$ cat src/rtl/sub_pkg.sv
// Shared definitions for the word-serial borrow subtractor.
// State encoding and the WIDTH/DIGIT legality check used at elaboration.
package sub_pkg;

    typedef enum logic [1:0] {
        ST_IDLE = 2'b00,
        ST_RUN  = 2'b01,
        ST_DONE = 2'b10
    } state_t;

    // WIDTH must be a positive whole multiple of a positive DIGIT
    function automatic bit width_ok(input int width, input int digit);
        return (digit > 0) && (width >= digit) && ((width % digit) == 0);
    endfunction

endpackage

$ cat src/rtl/seq_borrow_subtractor_bla_slice.sv
// Combinational borrow-lookahead slice: d = a - b - i_bin over DIGIT bits.
// Generate g = ~a & b, propagate p = ~(a ^ b); borrow chain br[i+1] = g | p & br.
module bla_slice #(
    parameter int DIGIT = 4
) (
    input  logic [DIGIT-1:0] i_a,
    input  logic [DIGIT-1:0] i_b,
    input  logic             i_bin,
    output logic [DIGIT-1:0] o_d,
    output logic             o_bout
);

    logic [DIGIT-1:0] w_g;
    logic [DIGIT-1:0] w_p;
    logic [DIGIT:0]   w_br;

    // Borrow chain across the slice, seeded with the incoming borrow
    always_comb begin
        w_g     = ~i_a & i_b;
        w_p     = ~(i_a ^ i_b);
        w_br    = '0;
        w_br[0] = i_bin;
        for (int i = 0; i < DIGIT; i++) begin
            w_br[i+1] = w_g[i] | (w_p[i] & w_br[i]);
        end
    end

    assign o_d    = i_a ^ i_b ^ w_br[DIGIT-1:0];
    assign o_bout = w_br[DIGIT];

endmodule

$ cat src/rtl/seq_borrow_subtractor.sv
// Word-serial unsigned subtractor: diff = a - b - bin, one DIGIT-bit slice
// per cycle, LSB slice first, slice borrow registered between cycles.
// Build option: define SUB_SAT_EN to saturate a borrowing result at zero
// (bout still reports the borrow). Port list is the same in both builds.
module seq_borrow_subtractor
    import sub_pkg::*;
#(
    parameter int WIDTH = 16,
    parameter int DIGIT = 4
) (
    input  logic             clk,
    input  logic             rst,
    input  logic             in_valid,
    output logic             in_ready,
    input  logic [WIDTH-1:0] a,
    input  logic [WIDTH-1:0] b,
    input  logic             bin,
    output logic             out_valid,
    input  logic             out_ready,
    output logic [WIDTH-1:0] diff,
    output logic             bout,
    output logic             busy
);

    localparam int NDIG  = WIDTH / DIGIT;
    localparam int CNT_W = (NDIG > 1) ? $clog2(NDIG) : 1;

    if (!width_ok(WIDTH, DIGIT)) begin : g_bad_width
        $error("seq_borrow_subtractor: WIDTH must be a multiple of DIGIT");
    end

    state_t             r_state;
    logic [CNT_W-1:0]   r_cnt;
    logic [WIDTH-1:0]   r_a;
    logic [WIDTH-1:0]   r_b;
    logic               r_borrow;
    logic [WIDTH-1:0]   r_diff;
    logic               r_bout;
    logic               r_out_valid;
    logic               r_busy;

    logic [DIGIT-1:0]   w_a_slice;
    logic [DIGIT-1:0]   w_b_slice;
    logic [DIGIT-1:0]   w_d;
    logic               w_bout;
    logic               w_last;

    // Select the operand slice addressed by the digit counter
    always_comb begin
        w_a_slice = '0;
        w_b_slice = '0;
        for (int i = 0; i < NDIG; i++) begin
            if (r_cnt == CNT_W'(i)) begin
                w_a_slice = r_a[i*DIGIT +: DIGIT];
                w_b_slice = r_b[i*DIGIT +: DIGIT];
            end else begin
                w_a_slice = w_a_slice;
                w_b_slice = w_b_slice;
            end
        end
    end

    assign w_last = (r_cnt == CNT_W'(NDIG - 1));

    bla_slice #(.DIGIT(DIGIT)) u_slice (
        .i_a    (w_a_slice),
        .i_b    (w_b_slice),
        .i_bin  (r_borrow),
        .o_d    (w_d),
        .o_bout (w_bout)
    );

    // Control FSM with counter, operand, borrow and result registers
    always_ff @(posedge clk or posedge rst) begin
        if (rst) begin
            r_state     <= ST_IDLE;
            r_cnt       <= '0;
            r_a         <= '0;
            r_b         <= '0;
            r_borrow    <= 1'b0;
            r_diff      <= '0;
            r_bout      <= 1'b0;
            r_out_valid <= 1'b0;
            r_busy      <= 1'b0;
        end else begin
            case (r_state)
                ST_IDLE: begin
                    if (in_valid) begin
                        r_a      <= a;
                        r_b      <= b;
                        r_borrow <= bin;
                        r_cnt    <= '0;
                        r_busy   <= 1'b1;
                        r_state  <= ST_RUN;
                    end
                end
                ST_RUN: begin
                    for (int i = 0; i < NDIG; i++) begin
                        if (r_cnt == CNT_W'(i)) begin
                            r_diff[i*DIGIT +: DIGIT] <= w_d;
                        end
                    end
                    r_borrow <= w_bout;
                    r_cnt    <= r_cnt + CNT_W'(1);
                    if (w_last) begin
                        r_bout      <= w_bout;
                        r_out_valid <= 1'b1;
                        r_state     <= ST_DONE;
`ifdef SUB_SAT_EN
                        // A final borrow means a negative result: clamp to zero
                        if (w_bout) begin
                            r_diff <= '0;
                        end
`endif
                    end
                end
                ST_DONE: begin
                    if (out_ready) begin
                        r_out_valid <= 1'b0;
                        r_busy      <= 1'b0;
                        r_state     <= ST_IDLE;
                    end
                end
                default: begin
                    r_state     <= ST_IDLE;
                    r_out_valid <= 1'b0;
                    r_busy      <= 1'b0;
                end
            endcase
        end
    end

    assign in_ready  = (r_state == ST_IDLE) & ~rst;
    assign out_valid = r_out_valid;
    assign diff      = r_diff;
    assign bout      = r_bout;
    assign busy      = r_busy;

endmodule

$ cat config.mk
export PLATFORM = sky130hd
export DESIGN_NAME = seq_borrow_subtractor
export DESIGN_NICKNAME = d
export VERILOG_FILES = /design/src/rtl/sub_pkg.sv /design/src/rtl/seq_borrow_subtractor_bla_slice.sv /design/src/rtl/seq_borrow_subtractor.sv
export SDC_FILE = /design/constraint.sdc
export NUM_CORES = 1
export LEC_CHECK = 0
export ABC_AREA = 0
export CAP_MARGIN = 0
export CORE_UTILIZATION = 45
export CTS_CLUSTER_SIZE = 8
export DETAILED_ROUTE_END_ITERATION = 8
export GPL_ROUTABILITY_DRIVEN = 1
export HOLD_SLACK_MARGIN = 0.05
export PLACE_DENSITY = 0.72
export SYNTH_ARGS = -nofsm -noshare
export SYNTH_HDL_FRONTEND = slang
export SYNTH_HIERARCHICAL = 1
export SYNTH_SLANG_ARGS = --single-unit
$ cat constraint.sdc
create_clock -name clk -period 4.85 [get_ports clk]
set_input_delay 0.97 -clock clk [delete_from_list [all_inputs] [get_ports clk]]
set_output_delay 0.97 -clock clk [all_outputs]
set_load 0.01 [all_outputs]
-- Word level (Yosys, flattened, before mapping)
Index checks and enable logic that the tools add are counted.
W data, S select, Z words.
- bits in registers: 56
- muxes and demuxes: 21
- bitwise logic cells: 17
- reduce and logical (&&, ||, !) cells: 12
- $add $sub $neg: 1
- equality and inequality tests: 8
- operators with widths (kind ; count):
    $mux W4 ; 8
    $reduce_and A2 Y1 ; 6
    $reduce_and A3 Y1 ; 3
    $mux W2 ; 4
    $not A4 Y4 ; 2
    $xor A4 B4 Y4 ; 2
    $eq A2 B2 Y1 const B ; 3
    $ne A2 B2 Y1 const B ; 3
    $pmux W1 S3 ; 2
    $pmux W2 S3 ; 1
    $and A1 B1 Y1 ; 5
    $and A4 B4 Y4 ; 1
    $eq A2 B1 Y1 const B ; 2
    $logic_not A2 Y1 ; 2
    $mux W1 ; 4
    $or A1 B1 Y1 ; 4
    $pmux W2 S2 ; 1
    $not A1 Y1 ; 3
    $add A2 B1 Y2 const B ; 1
    $pmux W1 S2 ; 1
    $reduce_bool A2 Y1 ; 1

-- Logic depth before layout (Yosys ltp)
Gate-level depths: netlist of run 1.
- depth after elaboration: 16
- gate-level depth with buffers: 17

-- By module
Netlist of run 1, hierarchy kept.
- modules (own cells, without submodules) (module ; instances ; cells an instance ; area an instance (sq um)):
    seq_borrow_subtractor ; 1 ; 181 ; 2622.5
    bla_slice ; 1 ; 14 ; 117.6

-- Least setup slack after synthesis of run 1
Ideal clock, no wire load.
- path kind: reg-to-reg
- start point: reg r_cnt[1]
- end point: reg r_diff[11] (netlist: diff[11])
- cell stages (with the launch flop): 15
- library setup time: 0.125 ns
- path slack: 1.556 ns
- data arrival time: 3.170 ns
- required time: 4.725 ns
- buffers on the path: 2
- cells stage by stage: dfrtp_1 -> inv_1 -> ha_1 -> buf_2 -> nor2b_1 -> buf_2 -> a22oi_1 -> a221oi_1 -> fa_1 -> inv_1 -> fa_1 -> fa_1 -> inv_1 -> fa_1 -> mux2_2
- cells in the longest elaborated chain, start to end: 14
- elaborated cells between the ends (all ways): 24
- those cells by class: eq/ne (3); mux (8); bitwise (11); reduce/logical (2)
- ends and longest elaborated chain (what ; RTL line ; text):
    from (decl) ; seq_borrow_subtractor.sv:33 ; logic [CNT_W-1:0] r_cnt;
    from (signal assigned) ; seq_borrow_subtractor.sv:104 ; r_cnt <= r_cnt + CNT_W'(1);
    $logic_not A2 Y1 ; seq_borrow_subtractor.sv:53 ; if (r_cnt == CNT_W'(i)) begin
    $mux W4 (3 in a row) ; seq_borrow_subtractor.sv:53 ;
    $mux W4 (*) ; seq_borrow_subtractor.sv:53 ;
    via w_a_slice[0] ; seq_borrow_subtractor.sv:42 ; logic [DIGIT-1:0] w_a_slice;
    $xor A4 B4 Y4 ; seq_borrow_subtractor_bla_slice.sv:20 ; w_p = ~(i_a ^ i_b);
    $not A4 Y4 ; seq_borrow_subtractor_bla_slice.sv:20 ;
    $and A1 B1 Y1 ; seq_borrow_subtractor_bla_slice.sv:24 ; w_br[i+1] = w_g[i] | (w_p[i] & w_br[i]);
    $or A1 B1 Y1 (*) ; seq_borrow_subtractor_bla_slice.sv:24 ;
    $and A1 B1 Y1 (*) ; seq_borrow_subtractor_bla_slice.sv:24 ;
    $or A1 B1 Y1 (*) ; seq_borrow_subtractor_bla_slice.sv:24 ;
    $and A1 B1 Y1 (*) ; seq_borrow_subtractor_bla_slice.sv:24 ;
    $or A1 B1 Y1 (*) ; seq_borrow_subtractor_bla_slice.sv:24 ;
    $xor A4 B4 Y4 (*) ; seq_borrow_subtractor_bla_slice.sv:28 ; assign o_d = i_a ^ i_b ^ w_br[DIGIT-1:0];
    via w_d[3] ; seq_borrow_subtractor.sv:44 ; logic [DIGIT-1:0] w_d;
    to (signal, indexed assignment) ; seq_borrow_subtractor.sv:100 ; r_diff[i*DIGIT +: DIGIT] <= w_d;
    to (decl) ; seq_borrow_subtractor.sv:37 ; logic [WIDTH-1:0] r_diff;
The timed path passes the listed nets; every way through them passes the cells marked *.
A chain may end at the register's enable or synchronous reset.

-- Worst setup path in the final report of run 1
- start point: reg r_cnt[1]
- end point: reg r_diff[7] (netlist: diff[7])
Same word-level chain as after synthesis.

==> results of run 1 <==
## power by group
group / switching (W) / internal (W)
combinational: 0.000619 / 0.000757
sequential: 0.000161 / 0.000715
clock: 0.000140 / 0.0000986
total: 0.000920 / 0.00157
## cell usage after synthesis (2+ instances only)
master     n  area share [%]
ha_1       4             1.8
mux2_4    29              16
nor3b_1    6             1.6
nor2_1     3            0.41
buf_2      4            0.73
inv_1     19             2.6
a21oi_1    3            0.55
mux2_2    20             8.2
nor2b_1    2            0.46
a22oi_1    8             2.2
mux2i_1    2            0.73
dfrtp_1   56              51
nand2b_1   2            0.46
buf_12     3             2.2
a221oi_1   6             1.9
nand2_1   10             1.4
fa_1       4             2.9
## through the flow
stage / setup slack [ns] / instances / hold WS (ns) / utilization, % / instance area, sq um
finish: 1.079 / 324 / 0.4898 / 57.31 / 3373
global placement: 1.228 / 317 / 0.4717 / 55.99 / 3296
CTS: 1.058 / 324 / 0.4981 / 57.31 / 3373
detailed placement: 1.088 / 317 / 0.4756 / 55.99 / 3296
global route: 0.7967 / 324 / 0.5268 / 57.31 / 3373
floorplan: 1.556 / 195 / 0.4716 / - / 2740
## critical path, cell delays in order, from the launching register on
cell      delay, ns
dfrtp_1        0.39
inv_1          0.08
ha_1           0.32
nor2b_1        0.51
a22oi_1        0.13
a221oi_1       0.39
fa_1           0.24
inv_1          0.05
fa_1           0.37
fa_1           0.37
inv_1          0.08
fa_1           0.45
mux2_2         0.28
## sequential cells by signal, summed over array words and instances, names as in the netlist
register and cells:
r_borrow 1, busy 1, r_b 16, r_a 16, bout 1, diff 16, r_state 2, r_cnt 2
out_valid 1
## cells in the final DEF (no fill, tap or decap)
| master | netlist | routed |
|---|---|---|
| a22o_1 | 1 | 1 |
| nor2b_4 | 1 | 1 |
| nor4b_1 | 1 | 1 |
| nand2_1 | 10 | 10 |
| inv_2 | 0 | 1 |
| mux2_4 | 29 | 29 |
| fa_1 | 4 | 4 |
| a221oi_1 | 6 | 6 |
| nor2b_1 | 2 | 2 |
| nor2_8 | 1 | 1 |
| inv_1 | 19 | 18 |
| a21o_1 | 1 | 1 |
| o21bai_1 | 1 | 1 |
| nand2b_4 | 1 | 1 |
| clkinv_2 | 0 | 1 |
| dfrtp_1 | 56 | 56 |
| mux2_2 | 20 | 20 |
| clkdlybuf4s50_1 | 0 | 56 |
| clkbuf_1 | 0 | 1 |
| or2b_1 | 1 | 1 |
| a22oi_1 | 8 | 8 |
| nand2b_1 | 2 | 2 |
| o21ai_0 | 1 | 1 |
| nor3_1 | 1 | 1 |
| nand2_2 | 1 | 1 |
| nor3b_1 | 6 | 6 |
| mux2i_1 | 2 | 2 |
| a21oi_1 | 3 | 3 |
| ha_1 | 4 | 4 |
| clkbuf_8 | 0 | 5 |
| nor2_1 | 3 | 3 |
| a211oi_1 | 1 | 1 |
## per-layer routing
| metal | up-vias | share of wire [%] | GRT usage (%) |
|---|---|---|---|
| met3 | 5 | 3.4 | 3.200 |
| li1 | 781 | - | - |
| met1 | 824 | 49 | 24.07 |
| met4 | 0 | 1.4 | 6.429 |
| met2 | 37 | 47 | 27.44 |
| met5 | - | 0 | 0 |
## final cells by class
type	count	share of cell area, %
timing repair buffer	56	16.62
clock inverter	1	0.1484
sequential	56	41.54
clock buffer	6	2.151
tap	75	2.782
inverter	19	2.114
multi-input combinational	111	34.64
## worst paths after layout
kind                                    endpoint                  start  cells after the start  slack (ns)
setup / recovery             diff[7]$_DFFE_PP0P_   r_cnt[1]$_DFFE_PP0P_                     12        1.08
hold / removal             out_valid$_DFFE_PP0P_  out_valid$_DFFE_PP0P_                      2        0.49
setup reg to reg             diff[7]$_DFFE_PP0P_   r_cnt[1]$_DFFE_PP0P_                     12        1.08
hold reg to reg            out_valid$_DFFE_PP0P_  out_valid$_DFFE_PP0P_                      2        0.49
max in group asynchronous   diff[10]$_DFFE_PP0P_                    rst                      2        2.84
min in group asynchronous    r_b[14]$_DFFE_PP0P_                    rst                      2        1.33
## cells by family (layout without fill, tap and decap cells)
family	count (synthesis)	after routing	synth area share, %
AOI/OAI and AO/OA	22	22	5.982
muxes	51	51	24.84
DFF	56	56	51.14
and+or+nand+nor	30	30	7.077
buffers and inverters	28	82	6.210
adders and majority gates	8	8	4.749
==> impl_results.md, run 1 <==
* Period Utilization, post-route at 77.76%
* Initial Util at 46.56%
* Routed WL at 4938 um
* Seq cells post-synth at 56
* DP Wirelength at 3628 um
* Clk slew on worst S/H paths at 0.09 ns
* Number of global-route vias before repair at 1734
* Cell area after synthesis at 2740 sq um
* GR Util All Layers at 17.46%
* Initial drt markers at 70
* Num CTS Buffers at 5
* First-pass GRT wire length at 8349 um
* GRT overflow at 0
* CTS resizes at 0
* Initial antenna violation count at 0
* Residual DRC at 0
* Number of synthesized flops with an enable pin at 0
* Avg Inst Size Synth at 14.05 sq um
* Post-DR wirelength/cell at 15.24 um
* Max-cap viol count at 0
* Status: finished clean
* Top_reg_cell synth: dfrtp_1
* Min-Delay Path Class: flop to flop
* Multi-input gate area at 1169 sq um
* WS Path Type: flop to flop
* CP arrival at 3.96 ns
* Via count at 1647
* Worst-Skew Late Latency at 0.30 ns
* Clk_skew at 0.007193 ns
* Register area at 1401 sq um
* RSZ-0062 raised after global routing: no
* Synth unique cells at 31
* Core Region at 5886 sq um
* Area growth from synthesis to layout at 23.11%
* Total power at 0.002491 W
* Largest net degree at the start of global routing at 57
* Pre-antenna DRT Iters at 4
* Final Wtd Congestion at 0.8017
* CTS root buffer: clkbuf_8
* CP startpoint kind: flop
* CTS tree: yes
* Min cycle time layout at 3.771 ns
* Routed vias/inst at 5.083
* Sequential area share after synthesis at 51.14%
* Nets at 294
* IO Port Bufs at 56
* Slew Viols, Final at 0
* Worst Setup End Kind: flop
* Rel. slew slack at 24.80%
* Number of setup buffers added after CTS at 0
* Hold_buf cts at 0
* Leakage at 1.501 nW
* Final setup vio count at 0
* Die Y at 80.04 um
* Die X at 80.04 um
* Pwr per Cell Area at 738.5 nW/um^2
* Synthesis Warnings at 6
* Fraction of layout cells with a size suffix above 1 at 24.10%
* Final Hold Vio Count at 0
* Max VDD drop at 0.0003351 V
* Row count at 28
* Antenna Nets Post-Route at 0
* Cells after Synth at 195
* DIE AREA at 6406 sq um
* Setup_tns at 0 ns
* Post-synth ARST share at 100.0%
* I/O pin total at 57
* Req. time, crit path at 5.04 ns
* CTS Sinks at 56
* Fillers at 491
* Antenna diodes at 0
* F_max at 0.2652 GHz
* Clock buffer depth at 2
* H-tree levels at 2
* Actual slew at the worst max-slew pin at 1.126 ns
* Synth Net Count at 240
* Crit-path max FO at 10
No activity file was read; power rests on OpenSTA's default activity.
==> inputs of run 2 (changes only) <==
--- a/config.mk
+++ b/config.mk
@@ -12,7 +12,7 @@
 export DETAILED_ROUTE_END_ITERATION = 8
 export GPL_ROUTABILITY_DRIVEN = 1
 export HOLD_SLACK_MARGIN = 0.05
-export PLACE_DENSITY = 0.72
+export PLACE_DENSITY = 0.74
 export SYNTH_ARGS = -nofsm -noshare
 export SYNTH_HDL_FRONTEND = slang
 export SYNTH_HIERARCHICAL = 1
==> constraint.sdc (replaced) <==
create_clock -name clk -period 3.4 [get_ports clk]
set_input_delay 0.68 -clock clk [delete_from_list [all_inputs] [get_ports clk]]
set_output_delay 0.68 -clock clk [all_outputs]
set_load 0.01 [all_outputs]
==> run 2 against run 1 <==
Against the previous run:
- routed wire length is 4.8% higher
- count of clock-buffer cells in the layout rose by 1
- worst hold slack improved by 0.00076 ns
- combinational power rose by 49%
- via count grew 4.3%
- final cell count up 3.1%
- sequential power increased by 44%
- fmax is 16% higher
- total power rose by 52%
- non-clock buffer count rose by 9
- largest cell class unchanged
==> impl_results.md, run 2 (synthesis results as in run 1) <==
* Status: finished clean (unchanged)
* Rel. slew slack at 50.14% (was 24.80%)
* Max VDD drop at 0.0004817 V (was 0.0003351 V)
* Number of global-route vias before repair at 1732 (was 1734)
* Antenna diodes at 0 (unchanged)
* Area growth from synthesis to layout at 27.85% (was 23.11%)
* CTS tree: yes (unchanged)
* Pre-antenna DRT Iters at 4 (unchanged)
* Final Wtd Congestion at 0.8312 (was 0.8017)
* Row count at 28 (unchanged)
* Via count at 1717 (was 1647)
* Actual slew at the worst max-slew pin at 0.7479 ns (was 1.126 ns)
* Largest net degree at the start of global routing at 34 (was 57)
* GR Util All Layers at 18.18% (was 17.46%)
* Fillers at 479 (was 491)
* CP arrival at 3.45 ns (was 3.96 ns)
* RSZ-0062 raised after global routing: no (unchanged)
* Routed vias/inst at 5.141 (was 5.083)
* Slowest-stage cell, CP: fa_1 (was nor2b_1)
* Hold depth at 1 (was 2)
* Cell breakdown of the critical path: inv_1 > ha_1 > nor2_1 > buf_4 > a21oi_1 > inv_1 > fa_1 > inv_1 > fa_1 > fa_1 > inv_1 > fa_1 > mux2_2 (was inv_1 > ha_1 > nor2b_1 > a22oi_1 > a221oi_1 > fa_1 > inv_1 > fa_1 > fa_1 > inv_1 > fa_1 > mux2_2)
* Slew Viols, Final at 0 (unchanged)
* CTS root buffer: clkbuf_8 (unchanged)
* Final Hold Vio Count at 0 (unchanged)
* Fraction of layout cells with a size suffix above 1 at 28.57% (was 24.10%)
* Period Utilization, post-route at 95.29% (was 77.76%)
* Setup_tns at 0 ns (unchanged)
* Worst Setup End Kind: flop (unchanged)
* Total power at 0.003781 W (was 0.002491 W)
* DIE AREA at 6406 sq um (unchanged)
* Num CTS Buffers at 5 (unchanged)
* CP max stage delay at 0.47 ns (was 0.51 ns)
* WS Path Type: flop to flop (unchanged)
* Final setup vio count at 0 (unchanged)
* Leakage at 1.572 nW (was 1.501 nW)
* GRT overflow at 0 (unchanged)
* Reg2Reg Depth at 13 (was 12)
* Initial Util at 46.56% (unchanged)
* Post-DR wirelength/cell at 15.50 um (was 15.24 um)
* F_max at 0.3086 GHz (was 0.2652 GHz)
* Max-cap viol count at 0 (unchanged)
* WP buf/inv at 5 (was 3)
* Req. time, crit path at 3.61 ns (was 5.04 ns)
* Die X at 80.04 um (unchanged)
* Pwr per Cell Area at 1079 nW/um^2 (was 738.5 nW/um^2)
* Most frequent cells in the layout: 56 x dfrtp_1, 56 x clkdlybuf4s50_1, 29 x mux2_4 (unchanged)
* Clock buffer depth at 2 (unchanged)
* IO Port Bufs at 56 (unchanged)
* First-pass GRT wire length at 8569 um (was 8349 um)
* Core Region at 5886 sq um (unchanged)
* Hold_buf cts at 0 (unchanged)
* Antenna Nets Post-Route at 0 (unchanged)
* Clk_skew at 0.005750 ns (was 0.007193 ns)
* Crit-path max FO at 7 (was 10)
* Crit. path cell count at 13 (was 12)
* Nets at 303 (was 294)
* I/O pin total at 57 (unchanged)
* Min-Delay Path Class: flop to flop (unchanged)
* Initial drt markers at 81 (was 70)
* Clk slew on worst S/H paths at 0.09 ns (about the same)
* DP Wirelength at 3880 um (was 3628 um)
* Worst-Skew Late Latency at 0.31 ns (was 0.30 ns)
* CTS Sinks at 56 (unchanged)
* Min cycle time layout at 3.240 ns (was 3.771 ns)
* Residual DRC at 0 (unchanged)
* Routed WL at 5176 um (was 4938 um)
* Initial antenna violation count at 0 (unchanged)
* H-tree levels at 2 (unchanged)
* Critical path's top delay family: adder cells (unchanged)
* CP startpoint kind: flop (unchanged)
* Die Y at 80.04 um (unchanged)
[run 2: repair_timing]
action                                  in CTS  in global routing
endpoints found under the setup margin       0                  4
buffers inserted                             0                  1
gates resized for setup                      0                  3
endpoints found under the hold margin        0                  0
[run 2: final timing paths]
kind	startpoint	endpoint	slack (ns)
max	r_cnt[0]$_DFFE_PP0P_	diff[3]$_DFFE_PP0P_	0.16
min	busy$_DFFE_PP0P_	busy$_DFFE_PP0P_	0.49
max reg2reg	r_cnt[0]$_DFFE_PP0P_	diff[3]$_DFFE_PP0P_	0.16
min reg2reg	busy$_DFFE_PP0P_	busy$_DFFE_PP0P_	0.49
max in group asynchronous	rst	r_a[8]$_DFFE_PP0P_	2.11
min in group asynchronous	rst	r_b[9]$_DFFE_PP0P_	0.68
[run 2: per-layer routing]
layer | vias up | global-route usage, % | part of all wire [%]
met5 | - | 0 | 0
met4 | 0 | 5.357 | 1.3
met3 | 6 | 4.800 | 3.5
met2 | 39 | 29.91 | 49
met1 | 875 | 23.49 | 46
li1 | 797 | - | -
[run 2: through the flow]
step	cell area, sq um	setup slack, ns	instances	utilization, %	hold slack [ns]
3_3_place_gp	3356	0.2116	325	57.02	0.4733
2_1_floorplan	2740	0.1056	195	-	0.4716
5_1_grt	3503	0.01141	334	59.52	0.5166
4_1_cts	3482	0.06384	333	59.16	0.5009
3_5_place_dp	3356	0.08091	325	57.02	0.4799
6_report	3503	0.1600	334	59.52	0.4906
[run 2: power by group]
group	switching (W)	internal [W]
clock	0.000210	0.000260
combinational	0.000921	0.00114
sequential	0.000235	0.00102
[run 2: final cells by class]
class | instances | area (sq um) | share of cell area [%]
Clock buffer | 7 | 96.34 | 2.750
Clock inverter | 1 | 30.03 | 0.8571
Inverter | 19 | 71.32 | 2.036
Multi-Input combinational cell | 111 | 1182 | 33.75
Sequential cell | 56 | 1401 | 40.00
Tap cell | 75 | 93.84 | 2.679
Timing Repair Buffer | 65 | 628.1 | 17.93
